File: src/rtl/cpu_pkg.sv
// Shared types and constants for the program loader and its neighbours
// (instruction memory writer side and fetch start handshake).
package cpu_pkg;

    localparam int INSTR_WIDTH = 16;
    localparam int BYTE_WIDTH  = 8;

    // Loader FSM states. The HDR_* states walk the 4-byte header, DAT_H/DAT_L
    // collect one instruction word, WR commits it, LAUNCH drives start to fetch.
    typedef enum logic [3:0] {
        HDR_AH,
        HDR_AL,
        HDR_CH,
        HDR_CL,
        DAT_H,
        DAT_L,
        WR,
        LAUNCH,
        DONE
    } ldr_state_t;

    // States in which the loader takes a byte from the stream.
    function automatic logic state_accepts_bytes(input ldr_state_t s);
        return (s == HDR_AH) || (s == HDR_AL) || (s == HDR_CH) ||
               (s == HDR_CL) || (s == DAT_H)  || (s == DAT_L);
    endfunction

    // The loader counts as busy once a header has started and until it finishes.
    function automatic logic state_is_busy(input ldr_state_t s);
        return (s != HDR_AH) && (s != DONE);
    endfunction

endpackage

File: src/rtl/program_loader_pulse_stretch.sv
// Turns a one-cycle trigger into a level held high for exactly CYCLES clocks.
// CYCLES must lie in 1..15; the counter is 4 bits wide.
module pulse_stretch #(
    parameter int CYCLES = 2
) (
    input  logic clk,
    input  logic rst,
    input  logic trig_i,
    output logic pulse_o,
    output logic last_o
);

    localparam logic [3:0] LOAD = 4'(CYCLES - 1);

    logic [3:0] cnt_q;
    logic [3:0] cnt_d;
    logic       pulse_q;
    logic       pulse_d;

    // Next-state: a trigger (re)loads the count, otherwise count down to zero and drop.
    always_comb begin
        cnt_d   = cnt_q;
        pulse_d = pulse_q;
        if (trig_i) begin
            pulse_d = 1'b1;
            cnt_d   = LOAD;
        end else if (pulse_q) begin
            if (cnt_q == 4'd0) begin
                pulse_d = 1'b0;
            end else begin
                cnt_d = cnt_q - 4'd1;
            end
        end
    end

    // State registers; async reset drops the pulse immediately.
    always_ff @(posedge clk or posedge rst) begin
        if (rst) begin
            cnt_q   <= 4'd0;
            pulse_q <= 1'b0;
        end else begin
            cnt_q   <= cnt_d;
            pulse_q <= pulse_d;
        end
    end

    assign pulse_o = pulse_q;
    // High during the final cycle of the pulse so the owner can move on in step.
    assign last_o  = pulse_q && (cnt_q == 4'd0);

endmodule

File: src/rtl/program_loader.sv
// Byte-stream program loader: parses a big-endian header (start address,
// word count), writes the following 16-bit words into instruction memory
// and then pulses start to the fetch unit with the loaded start address.
//
// Handshake: a byte moves on a rising edge where valid_i and ready_o are both
// high; ready_o depends only on the current state, never on valid_i, and
// byte_i/valid_i are ignored whenever ready_o is low.
module program_loader
    import cpu_pkg::*;
#(
    parameter int ADDR_WIDTH   = 16,
    parameter int START_CYCLES = 2
) (
    input  logic                   clk,
    input  logic                   rst,
    input  logic [BYTE_WIDTH-1:0]  byte_i,
    input  logic                   valid_i,
    output logic                   ready_o,
    input  logic                   rearm_i,
    output logic                   imem_we_o,
    output logic [ADDR_WIDTH-1:0]  imem_addr_o,
    output logic [INSTR_WIDTH-1:0] imem_data_o,
    output logic                   start_o,
    output logic [ADDR_WIDTH-1:0]  start_address_o,
    output logic                   busy_o,
    output logic                   done_o
);

    ldr_state_t             state_q;
    logic [BYTE_WIDTH-1:0]  hi_q;          // first byte of the current 16-bit field
    logic [ADDR_WIDTH-1:0]  addr_q;        // next instruction-memory address
    logic [15:0]            remain_q;      // words still to be written
    logic                   imem_we_q;
    logic [ADDR_WIDTH-1:0]  imem_addr_q;
    logic [INSTR_WIDTH-1:0] imem_data_q;
    logic [ADDR_WIDTH-1:0]  start_addr_q;

    logic                   accept;
    logic [15:0]            rx_field;
    logic                   launch_trig;
    logic                   start_pulse;
    logic                   start_last;

    assign ready_o  = state_accepts_bytes(state_q);
    assign accept   = valid_i && ready_o;
    // Completed big-endian field: stored high byte plus the byte on the bus now.
    assign rx_field = {hi_q, byte_i};

    // LAUNCH is entered either from an empty header or from the final write.
    assign launch_trig = ((state_q == HDR_CL) && accept && (rx_field == 16'd0)) ||
                         ((state_q == WR) && (remain_q == 16'd1));

    pulse_stretch #(
        .CYCLES (START_CYCLES)
    ) u_start_pulse (
        .clk     (clk),
        .rst     (rst),
        .trig_i  (launch_trig),
        .pulse_o (start_pulse),
        .last_o  (start_last)
    );

    // Loader FSM with its datapath registers and registered memory-port outputs.
    always_ff @(posedge clk or posedge rst) begin
        if (rst) begin
            state_q      <= HDR_AH;
            hi_q         <= '0;
            addr_q       <= '0;
            remain_q     <= '0;
            imem_we_q    <= 1'b0;
            imem_addr_q  <= '0;
            imem_data_q  <= '0;
            start_addr_q <= '0;
        end else begin
            imem_we_q <= 1'b0;
            case (state_q)
                HDR_AH: begin
                    if (accept) begin
                        hi_q    <= byte_i;
                        state_q <= HDR_AL;
                    end
                end
                HDR_AL: begin
                    if (accept) begin
                        // Header address is 16 bits; narrower PCs keep the low bits.
                        addr_q       <= ADDR_WIDTH'(rx_field);
                        start_addr_q <= ADDR_WIDTH'(rx_field);
                        state_q      <= HDR_CH;
                    end
                end
                HDR_CH: begin
                    if (accept) begin
                        hi_q    <= byte_i;
                        state_q <= HDR_CL;
                    end
                end
                HDR_CL: begin
                    if (accept) begin
                        remain_q <= rx_field;
                        state_q  <= (rx_field == 16'd0) ? LAUNCH : DAT_H;
                    end
                end
                DAT_H: begin
                    if (accept) begin
                        hi_q    <= byte_i;
                        state_q <= DAT_L;
                    end
                end
                DAT_L: begin
                    if (accept) begin
                        // Present the write one cycle after the low byte lands.
                        imem_we_q   <= 1'b1;
                        imem_addr_q <= addr_q;
                        imem_data_q <= rx_field;
                        state_q     <= WR;
                    end
                end
                WR: begin
                    // Address wraps silently at the top of the address space.
                    addr_q   <= addr_q + 1'b1;
                    remain_q <= remain_q - 16'd1;
                    state_q  <= (remain_q == 16'd1) ? LAUNCH : DAT_H;
                end
                LAUNCH: begin
                    if (start_last) begin
                        state_q <= DONE;
                    end
                end
                DONE: begin
                    if (rearm_i) begin
                        state_q <= HDR_AH;
                    end
                end
                default: begin
                    state_q <= HDR_AH;
                end
            endcase
        end
    end

    assign imem_we_o       = imem_we_q;
    assign imem_addr_o     = imem_addr_q;
    assign imem_data_o     = imem_data_q;
    assign start_o         = start_pulse;
    assign start_address_o = start_addr_q;
    assign busy_o          = state_is_busy(state_q);
    assign done_o          = (state_q == DONE);

endmodule

File: config.mk
export PLATFORM = sky130hd
export DESIGN_NAME = program_loader
export DESIGN_NICKNAME = d
export VERILOG_FILES = /design/src/rtl/cpu_pkg.sv /design/src/rtl/program_loader_pulse_stretch.sv /design/src/rtl/program_loader.sv
export SDC_FILE = /design/constraint.sdc
export NUM_CORES = 1
export LEC_CHECK = 0
export BUFFER_PORTS_ARGS = -buffer_cell sky130_fd_sc_hd__buf_2
export CAP_MARGIN = 20
export CORE_ASPECT_RATIO = 0.8
export CORE_MARGIN = 8
export CORE_UTILIZATION = 45
export DETAILED_ROUTE_END_ITERATION = 7
export GPL_ROUTABILITY_DRIVEN = 0
export GPL_TIMING_DRIVEN = 0
export PLACE_DENSITY = 0.65
export SETUP_SLACK_MARGIN = 0.5
export SLEW_MARGIN = 10
export SYNTH_ARGS = -nofsm -noshare
export SYNTH_HDL_FRONTEND = slang
export SYNTH_HIERARCHICAL = 1
export SYNTH_SLANG_ARGS = --single-unit
export TNS_END_PERCENT = 5
File: constraint.sdc
create_clock -name clk -period 3.6 [get_ports clk]
set_input_delay 0.72 -clock clk [delete_from_list [all_inputs] [get_ports clk]]
set_output_delay 0.72 -clock clk [all_outputs]
set_load 0.005 [all_outputs]
==> metrics.cfg, run 1 <==
[clock_tree]
cts.sinks=98
cts_htree_levels=3
cts_made_buffers=9
cts_tree=yes
cts.hold.buffers_added=0
clk_path_buf_depth=2
cts_root_buffer=clkbuf_16
postCtsResizedCells=0
post_cts_buffers=0
worstSkewPairLatency_ns=0.35
clk_pin_slew_ns=0.06

[global_route]
grt-ovfl-total=0
grt_pass1_vias=3700
grt_antenna_before_repair=0
grt_util_all_layers=0.190
grt_first_pass_wirelength_um=20200
grt_max_degree=30

[yosys]
seq_area_frac_synth=0.539
yosysWarningCount=6
synthFlopType=dfrtp_1
async_flop_share=1.00
synth_seq_cells=98
synthesis.instances=429
synth-edff-count=0
syn_area_um2=4550
avgSynthCellArea_um2=10.6
synth_cell_types=55
syn_nets=446

[critical_path]
r2r_cells=7
cp_cell_sequence=clkbuf_1 -> or2_2 -> or2_2 -> clkbuf_1 -> clkbuf_1 -> o21ai_0 -> o21bai_1
cpPeakStageDelay_ns=0.56
start_kind=flop
crit_fanout=10
crit_top_cell=clkbuf_1
cp.required_ns=3.87
reg2reg_setup_slack_ns=1.03
arrival_ns=2.84
path_depth=7
path_class=reg -> reg
critPathTopFamily=compound AO/OA/AOI/OAI gates
worst_setup_path_end_kind=flop
slowest_stage=o21ai_0
worst-path-buf-inv=3

[placement]
dp_hpwl_um=8990
placed_area_um2=5120
io_buffers=63

[power_and_ir_drop]
power_frac_comb=0.348
p_leak_nw=2.41
p_per_area_nw_per_um2=849
seq_power_share=0.453
p_int_mw=2.86
p_clk_frac=0.199
switching_share=0.377
ir_drop_mv=0.461
p_sw_mw=1.73

[die]
die_y_um=106
num_io_pins=65
dieArea_um2=13600
chipWidth_um=128
rows=33
core_um2=10000
initial_core_util=0.454

[sta]
finalHoldViolCount=0
final.setup.tns_ns=0
timing.slew.headroom=0.494
fmax_mhz=390
setup_viol_count_final=0
final-max-slew-violation-count=0
min_period_ns=2.57
worst_pin_slew_ns=0.756
grt_setup_unrepaired=false
skew_ns=0.00742
final.period_utilization=0.713

[routing]
vias_per_cell=5.84
vias=3805
ant_nets=0
avgRoutedWirePerCell_um=19.2
detail_route.iter0.violations=339
drt_wl_total_um=12500
dr.pass1.iters=5
drc=0

[layout]
final_cell_mix=dfrtp_1 (98), nand2_1 (68), buf_2 (65)
drive_gt1_frac=0.276
fin_util=0.538
antenna_cells=0
areaGrowthSynthToFinish_pct=18.7
fin_nets=523
layout_commonest_cell=dfrtp_1
stdcell_area_um2=5400

[outcome]
outcome=finished, final reports clean

[hold_path]
hold_path.class=in -> async

[flow_run]
max-cap-violations=0

## cells in the mapped netlist (all sizes together) (2+ instances only)
cell type | number | area, um^2
buf | 2 | 10.0
inv | 11 | 41.3
nor2 | 26 | 97.6
o311ai | 10 | 87.6
and3 | 4 | 26.3
mux2i | 3 | 30.0
nand4 | 6 | 37.5
mux2 | 40 | 450
ha | 5 | 62.6
a31oi | 4 | 25.0
clkbuf | 19 | 71.3
nor4 | 9 | 56.3
o211ai | 8 | 60.1
o21ai | 18 | 90.1
or4 | 6 | 52.6
o21bai | 2 | 15.0
dfrtp | 98 | 2450
or2 | 5 | 31.3
nor4b | 3 | 26.3
a21oi | 13 | 65.1
or3 | 6 | 43.8
nand3 | 19 | 95.1
nand3b | 2 | 15.0
nor3b | 2 | 15.0
nor3 | 5 | 25.0
a311oi | 4 | 35.0
a211oi | 4 | 35.0
nand2 | 68 | 255
o221a | 2 | 22.5
a221o | 5 | 50.1
or3b | 2 | 20.0
a22oi | 3 | 22.5
## kinds of logic after synthesis
family | after synthesis | synth area share
flops | 98 | 0.539
compound gates | 82 | 0.129
buf+inv | 32 | 0.0269
mux | 43 | 0.106
simple gates | 169 | 0.186
fa+ha+maj | 5 | 0.0137
## registers in the layout (all words and copies together) (netlist names)
name and cells:
addr_q 16, imem_addr_o 16, imem_data_o 16, remain_q 16, start_address_o 16, hi_q 8, state_q 4, u_start_pulse/cnt_q 4
imem_we_o 1, u_start_pulse/pulse_o 1
## power by group through the flow
| stage | combinational [mW] | clock (mW) | sequential [mW] |
|---|---|---|---|
| after detailed placement | 1.59 | 0 | 2.08 |
| after global placement | 1.54 | 0 | 2.06 |
| after floorplan | 1.01 | 0 | 1.96 |
| after CTS | 1.60 | 0.937 | 2.07 |
| final | 1.59 | 0.914 | 2.08 |
| after global routing | 1.78 | 0.977 | 2.14 |
## stage by stage
stage	power [mW]	setup slack, ns	std cells	hold slack (ns)
2_1_floorplan	2.97	1.30	429	0.460
3_3_place_gp	3.60	0.786	632	0.456
3_5_place_dp	3.67	0.767	635	0.464
4_1_cts	4.61	1.01	651	0.292
5_1_grt	4.90	0.791	651	0.303
6_report	4.59	1.03	651	0.291
## routing by layer
metal	wire (um)	GRT usage
met5	0	0
met4	161	0.0517
met2	5520	0.278
met3	1070	0.0655
met1	5720	0.261
## final cells by class
class / count / area [um^2]
Fill cell: 932 / 4630
Sequential cell: 98 / 2450
Multi-Input combinational cell: 299 / 1980
Timing Repair Buffer: 66 / 390
Clock buffer: 11 / 243
Tap cell: 140 / 175
Buffer: 21 / 81.3
Inverter: 11 / 45.0
Clock inverter: 5 / 37.5
## worst paths after layout
check / startpoint / to
worst max-delay path: state_q[3] / u_start_pulse/cnt_q[0]
worst min-delay path: rst / u_start_pulse/pulse_o
worst max register to register: state_q[3] / u_start_pulse/cnt_q[0]
worst min register to register: start_address_o[10] / start_address_o[10]
max in group asynchronous: rst / imem_addr_o[1]
min in group clk: start_address_o[10] / start_address_o[10]
(Power assumes the default switching activity.)
==> run 2, diff against run 1 <==
Settings changed: ABC_AREA from default to 1, PLACE_DENSITY 0.65 to default.
Clock period 3.6 ns to 2.5 ns, I/O delays scaled along.
==> metrics.cfg, run 2 <==
[yosys]
syn_nets=638  ; was 446
synthesis.instances=621  ; was 429
yosysWarningCount=6  ; unchanged
synth_most_common_cell=nand2_1  ; was dfrtp_1
yosys-top-cells-count=nand2_1 (181), dfrtp_1 (98), nor2_1 (79)  ; was dfrtp_1 (98), nand2_1 (68), mux2_2 (40)
async_flop_share=1.00  ; unchanged
synth_cell_types=35  ; was 55
synth_area_leader_cell=dfrtp_1  ; unchanged
seq_area_frac_synth=0.494  ; was 0.539
synth_seq_cells=98  ; unchanged
avgSynthCellArea_um2=8.00  ; was 10.6 um^2
syn_area_um2=4970  ; was 4550 um^2
synth-edff-count=0  ; unchanged
synth_top_area_frac=0.494  ; was 0.539
synthFlopType=dfrtp_1  ; unchanged
ys_top_cells_by_area=dfrtp_1 (49%), nand2_1 (14%), nor2_1 (6.0%)  ; was dfrtp_1 (54%), mux2_2 (9.9%), nand2_1 (5.6%)

[power_and_ir_drop]
p_clk_frac=0.197  ; was 0.199
p_per_area_nw_per_um2=1200  ; was 849 nW/um^2
power_frac_comb=0.393  ; was 0.348
p_leak_nw=2.97  ; was 2.41 nW
p_sw_mw=2.80  ; was 1.73 mW
seq_power_share=0.411  ; was 0.453
p_int_mw=4.17  ; was 2.86 mW
switching_share=0.402  ; was 0.377
ir_drop_mv=0.577  ; was 0.461 mV

[sta]
hold-worst-slack_ns=0.0816  ; was 0.291 ns
final.period_utilization=0.739
skew_ns=0.00547  ; was 0.00742 ns
fmax_mhz=541
finalHoldViolCount=0  ; unchanged
final.setup.tns_ns=0  ; unchanged
grt_setup_unrepaired=true  ; was false
worst_pin_slew_ns=0.566  ; was 0.756 ns
final-max-slew-violation-count=0  ; unchanged
setup_viol_count_final=0  ; unchanged
min_period_ns=1.85
timing.slew.headroom=0.622  ; was 0.494

[layout]
final_cell_mix=nand2_1 (181), dfrtp_1 (97), nor2_1 (77)  ; was dfrtp_1 (98), nand2_1 (68), buf_2 (65)
fin_nets=715  ; was 523
antenna_cells=0  ; unchanged
areaGrowthSynthToFinish_pct=17.3  ; was 18.7%
n_fill_cell=1068  ; was 932
seq_area_um2=2450  ; about the same
multi_input_area_um2=2130  ; was 1980 um^2
drive_gt1_frac=0.203  ; was 0.276
layout_commonest_cell=nand2_1  ; was dfrtp_1

[routing]
dr.pass1.iters=4  ; was 5
avgRoutedWirePerCell_um=16.4  ; was 19.2 um
vias=4412  ; was 3805
detail_route.iter0.violations=446  ; was 339
ant_nets=0  ; unchanged
drt_wl_total_um=13900  ; was 12500 um
drc=0  ; unchanged
vias_per_cell=5.21  ; was 5.84

[placement]
dp_hpwl_um=10400  ; was 8990 um
io_buffers=64  ; was 63

[global_route]
grt_util_all_layers=0.192  ; was 0.190
grt_antenna_before_repair=0  ; unchanged
grt_pass1_vias=4119  ; was 3700
grt_first_pass_wirelength_um=22200  ; was 20200 um
grt-ovfl-total=0  ; unchanged
grt_max_degree=38  ; was 30

[critical_path]
cp_cell_sequence=nor2_1 -> nand2_1 -> nor2_1 -> buf_2  ; was clkbuf_1 -> or2_2 -> or2_2 -> clkbuf_1 -> clkbuf_1 -> o21ai_0 -> o21bai_1
path_class=reg -> out  ; was reg -> reg
worst_setup_path_end_kind=output pin  ; was flop
start_kind=flop  ; unchanged
cpPeakStageDelay_ns=0.44  ; was 0.56 ns
reg2reg_from=state_q[3]  ; unchanged
cp.required_ns=2.00  ; was 3.87 ns
slowest_stage=dfrtp_1  ; was o21ai_0
crit_fanout=5  ; was 10
arrival_ns=1.35  ; was 2.84 ns
reg2reg_setup_slack_ns=0.68  ; was 1.03 ns
r2r_cells=6  ; was 7
rr_endpoint=addr_q[4]  ; was u_start_pulse/cnt_q[0]
crit_top_cell=nor2_1  ; was clkbuf_1

[clock_tree]
clk_path_buf_depth=2  ; unchanged
cts_root_buffer=clkbuf_16  ; unchanged
cts_tree=yes  ; unchanged
cts_htree_levels=3  ; unchanged
worstSkewPairLatency_ns=0.35  ; about the same
post_cts_buffers=0  ; unchanged
cts.hold.buffers_added=0  ; unchanged
cts.sinks=98  ; unchanged
clk_pin_slew_ns=0.07  ; was 0.06 ns
cts_made_buffers=9  ; unchanged

[die]
chipWidth_um=133  ; was 128 um
num_io_pins=65  ; unchanged
die_y_um=110  ; was 106 um
core_um2=10800  ; was 10000 um^2
initial_core_util=0.460  ; was 0.454
rows=34  ; was 33
dieArea_um2=14700  ; was 13600 um^2

[hold_path]
hold_path.class=in -> async  ; unchanged

[outcome]
outcome=finished, final reports clean  ; unchanged

[flow_run]
max-cap-violations=0  ; unchanged

run 2: changes by cell type in the layout (fill, tap and decap cells not counted), moves of 16 or more:
cell / before / now
nand2_1: 68 / 181
nor2_1: 26 / 77
mux2_2: 40 / 6
nand3_1: 19 / 47
inv_1: 10 / 64
clkbuf_1: 20 / 4
run 2: power by group through the flow:
stage	sequential [mW]	combinational, mW	clock (mW)
floorplan	2.77	1.79	0
global placement	2.85	2.67	0
detailed placement	2.87	2.73	0
CTS	2.85	2.74	1.40
global route	2.96	3.11	1.47
finish	2.86	2.74	1.37
run 2: worst max-delay path, delay by kind of cell, from the launching register on:
kind / cells / cell delay (ns)
buffers and inverters: 1 / 0.11
DFF: 1 / 0.44
and+or+nand+nor: 3 / 0.45
run 2: worst max-delay path by stage:
stage	start	to	cells after the start
detailed placement	state_q[3]	u_start_pulse/cnt_q[3]	12
finish	state_q[0]	done_o	4
global route	state_q[0]	done_o	4
floorplan	state_q[3]	u_start_pulse/cnt_q[3]	12
CTS	state_q[1]	u_start_pulse/cnt_q[3]	11
global placement	rst	start_address_o[15]	2
run 2: layout make-up:
class | count | share of cell area
multi-input cells | 434 | 0.365
clock buffers | 13 | 0.0481
flip-flops and latches | 98 | 0.421
plain buffers | 16 | 0.0211
well taps | 144 | 0.0309
inverters | 73 | 0.0477
repair buffers | 66 | 0.0619
clock inverters | 3 | 0.00365
run 2: kinds of logic after synthesis:
| logic type | synth area share |
|---|---|
| DFF | 0.494 |
| buffers and inverters | 0.0799 |
| AOI/OAI and AO/OA | 0.0990 |
| adders and majority gates | 0.0126 |
| muxes | 0.0249 |
| and+or+nand+nor | 0.277 |
| xor gates and xnor gates | 0.0123 |
run 2: timing repair:
item | CTS | global route
pin swaps | 0 | 1
hold endpoints to repair | 0 | 0
gates resized for setup | 1 | 5
setup endpoints to repair | 2 | 4
run 2: through the flow:
step                instances  utilization  power [mW]  cell area, um^2  setup WS (ns)
floorplan                 621            -        4.56             4970          0.881
global placement          829        0.506        5.52             5470          0.198
detailed placement        831        0.510        5.60             5510          0.508
CTS                       847        0.538        7.00             5810          0.540
global route              847        0.539        7.54             5820          0.488
finish                    847        0.539        6.97             5820          0.652
run 2: metal layers:
layer	up-vias	global-route usage	share of wire
met5	-	0	0
met4	0	0.0584	0.013
met3	18	0.0530	0.080
met2	161	0.272	0.42
met1	2100	0.279	0.49
li1	2133	-	-
==> run 3, diff against run 2 <==
Settings changed: PLACE_DENSITY from default to 0.67.
Clock period 2.5 ns to 1.5 ns, I/O delays scaled along.
==> metrics.cfg, run 3 (synthesis gave the netlist of run 2 again) <==
[power_and_ir_drop]
p_leak_nw=3.21  ; was 2.97 nW
power_frac_comb=0.447  ; was 0.393
p_int_mw=7.47  ; was 4.17 mW
p_clk_frac=0.176  ; was 0.197
ir_drop_mv=0.970  ; was 0.577 mV
p_per_area_nw_per_um2=1980  ; was 1200 nW/um^2
seq_power_share=0.377  ; was 0.411
p_sw_mw=5.35  ; was 2.80 mW
switching_share=0.417  ; was 0.402
finalPower_mw=12.8  ; was 6.97 mW

[critical_path]
cpPeakStageDelay_ns=0.49  ; was 0.44 ns
rr_endpoint=imem_data_o[10]  ; was addr_q[4]
path_class=reg -> reg  ; was reg -> out
crit_top_cell=nor2_4  ; was nor2_1
reg2reg_setup_slack_ns=-0.17  ; was 0.68 ns
critPathTopFamily=flip-flops  ; was simple AND/OR/NAND/NOR gates
start_kind=flop  ; unchanged
r2r_cells=6  ; unchanged
reg2reg_from=state_q[1]  ; was state_q[3]
slowest_stage=dfrtp_2  ; was dfrtp_1
arrival_ns=1.91  ; was 1.35 ns
cp.required_ns=1.74  ; was 2.00 ns
worst_setup_path_end_kind=flop  ; was output pin
critPathLaunch=state_q[1]  ; was state_q[0]
cp_cell_sequence=buf_6 -> nor2_4 -> nand2_2 -> nor2_4 -> buf_8 -> mux2_1  ; was nor2_1 -> nand2_1 -> nor2_1 -> buf_2
path_depth=6  ; was 4
endpoint=imem_data_o[10]  ; was done_o
crit_fanout=9  ; was 5
worst-path-buf-inv=2  ; was 1

[layout]
antenna_cells=0  ; unchanged
stdcell_area_um2=6460  ; was 5820 um^2
areaGrowthSynthToFinish_pct=30.2  ; was 17.3%
drive_gt1_frac=0.322  ; was 0.203
n_fill_cell=965  ; was 1068
final_cell_mix=nand2_1 (164), dfrtp_1 (93), buf_2 (64)  ; was nand2_1 (181), dfrtp_1 (97), nor2_1 (77)
fin_nets=747  ; was 715
layout_commonest_cell=nand2_1  ; unchanged

[clock_tree]
cts_root_buffer=clkbuf_16  ; unchanged
worstSkewPairLatency_ns=0.35  ; about the same
clk_path_buf_depth=2  ; unchanged
cts_htree_levels=3  ; unchanged
clk_pin_slew_ns=0.07  ; about the same
cts_made_buffers=9  ; unchanged
cts.sinks=98  ; unchanged
cts_tree=yes  ; unchanged

[routing]
dr.pass1.iters=5  ; was 4
drc=0  ; unchanged
vias_per_cell=5.43  ; was 5.21
vias=4771  ; was 4412
drt_wl_total_um=14900  ; was 13900 um
ant_nets=0  ; unchanged
avgRoutedWirePerCell_um=17.0  ; was 16.4 um
detail_route.iter0.violations=478  ; was 446

[sta]
grt_setup_unrepaired=true  ; unchanged
setup_viol_count_final=73  ; was 0
finalHoldViolCount=0  ; unchanged
skew_ns=0.00645  ; was 0.00547 ns
timing.slew.headroom=0.593  ; was 0.622
min_period_ns=1.67
setup_slack_ns=-0.170  ; was 0.652 ns
final-max-slew-violation-count=0  ; unchanged
hold-worst-slack_ns=0.0232  ; was 0.0816 ns
fmax_mhz=599
final.period_utilization=1.11
worst_pin_slew_ns=0.609  ; was 0.566 ns

[die]
core_um2=10800  ; unchanged
dieArea_um2=14700  ; unchanged
rows=34  ; unchanged
initial_core_util=0.460  ; unchanged
num_io_pins=65  ; unchanged
chipWidth_um=133  ; unchanged
die_y_um=110  ; unchanged

[placement]
post-place-ws_ns=-0.333  ; was 0.508 ns
placed_area_um2=5550  ; was 5510 um^2
io_buffers=64  ; unchanged
dp_hpwl_um=10300  ; was 10400 um

[global_route]
grt_max_degree=29  ; was 38
grt_pass1_vias=4712  ; was 4119
grt_antenna_before_repair=0  ; unchanged
grt_first_pass_wirelength_um=24200  ; was 22200 um
grt_util_all_layers=0.207  ; was 0.192
grt-ovfl-total=0  ; unchanged

[hold_path]
hold_path.class=in -> async  ; unchanged

[outcome]
failed_checks=setup timing
outcome=finished with violations  ; was finished, final reports clean

[flow_run]
max-cap-violations=0  ; unchanged

## run 3: cell count changes in the layout (fill, tap and decap cells not counted), moves of 9 or more
cell	change
buf_4	+22
nor2_4	+9
nor2_2	+9
nand2_1	-17
nand2_2	+11
nor2_1	-18
## run 3: repair_timing
item	in CTS	in global routing
setup endpoints to repair	151	151
cloned	1	1
resized for setup	96	25
endpoints found under the hold margin	5	0
setup buffers	24	4
pin swaps	16	7
hold buffers	1	0
## run 3: stage by stage
step	util	setup TNS (ns)	std cells
6_report	0.598	-6.25	879
5_1_grt	0.598	-11.38	879
4_1_cts	0.586	-2.12	874
3_5_place_dp	0.513	-14.84	832
3_3_place_gp	0.507	-63.18	829
2_1_floorplan	-	0	621
## run 3: metal layers
layer | routed length [um] | share of wire | up-vias | track usage
li1 | - | - | 2200 | -
met1 | 6770 | 0.45 | 2329 | 0.278
met4 | 284 | 0.019 | 0 | 0.0687
met3 | 1290 | 0.086 | 26 | 0.0566
met2 | 6580 | 0.44 | 216 | 0.321
met5 | 0 | 0 | - | 0
## run 3: power groups by stage
stage	Combinational (mW)	Clock (mW)	Sequential, mW
final	5.73	2.25	4.83
after floorplan	3.00	0	4.62
after global placement	4.41	0	4.72
after CTS	5.34	2.29	4.78
after global routing	6.34	2.41	4.97
after detailed placement	4.58	0	4.76
## run 3: layout make-up
| class | count | area [um^2] | share of cell area |
|---|---|---|---|
| sequential | 98 | 2460 | 0.380 |
| multi-input combinational | 434 | 2360 | 0.365 |
| timing repair buffer | 98 | 683 | 0.106 |
| inverter | 73 | 300 | 0.0465 |
| clock buffer | 9 | 225 | 0.0348 |
| buffer | 16 | 196 | 0.0304 |
| tap | 144 | 180 | 0.0279 |
| clock inverter | 7 | 61.3 | 0.00949 |
## run 3: worst register-to-register path: cells and delay by family (launching register included)
kind	cells	cell delay [ns]
muxes	1	0.33
and+or+nand+nor	3	0.40
buffers and inverters	2	0.34
DFF	1	0.49
## run 3: worst min path at each step
stage	cells past startpoint	slack, ns	start	to
finish	2	0.02	rst	remain_q[7]
global route	2	0.07	rst	imem_we_o
CTS	2	0.04	rst	imem_data_o[2]
detailed placement	2	0.24	rst	u_start_pulse/cnt_q[3]
global placement	2	0.23	rst	u_start_pulse/cnt_q[2]
floorplan	1	0.08	rst	u_start_pulse/cnt_q[0]
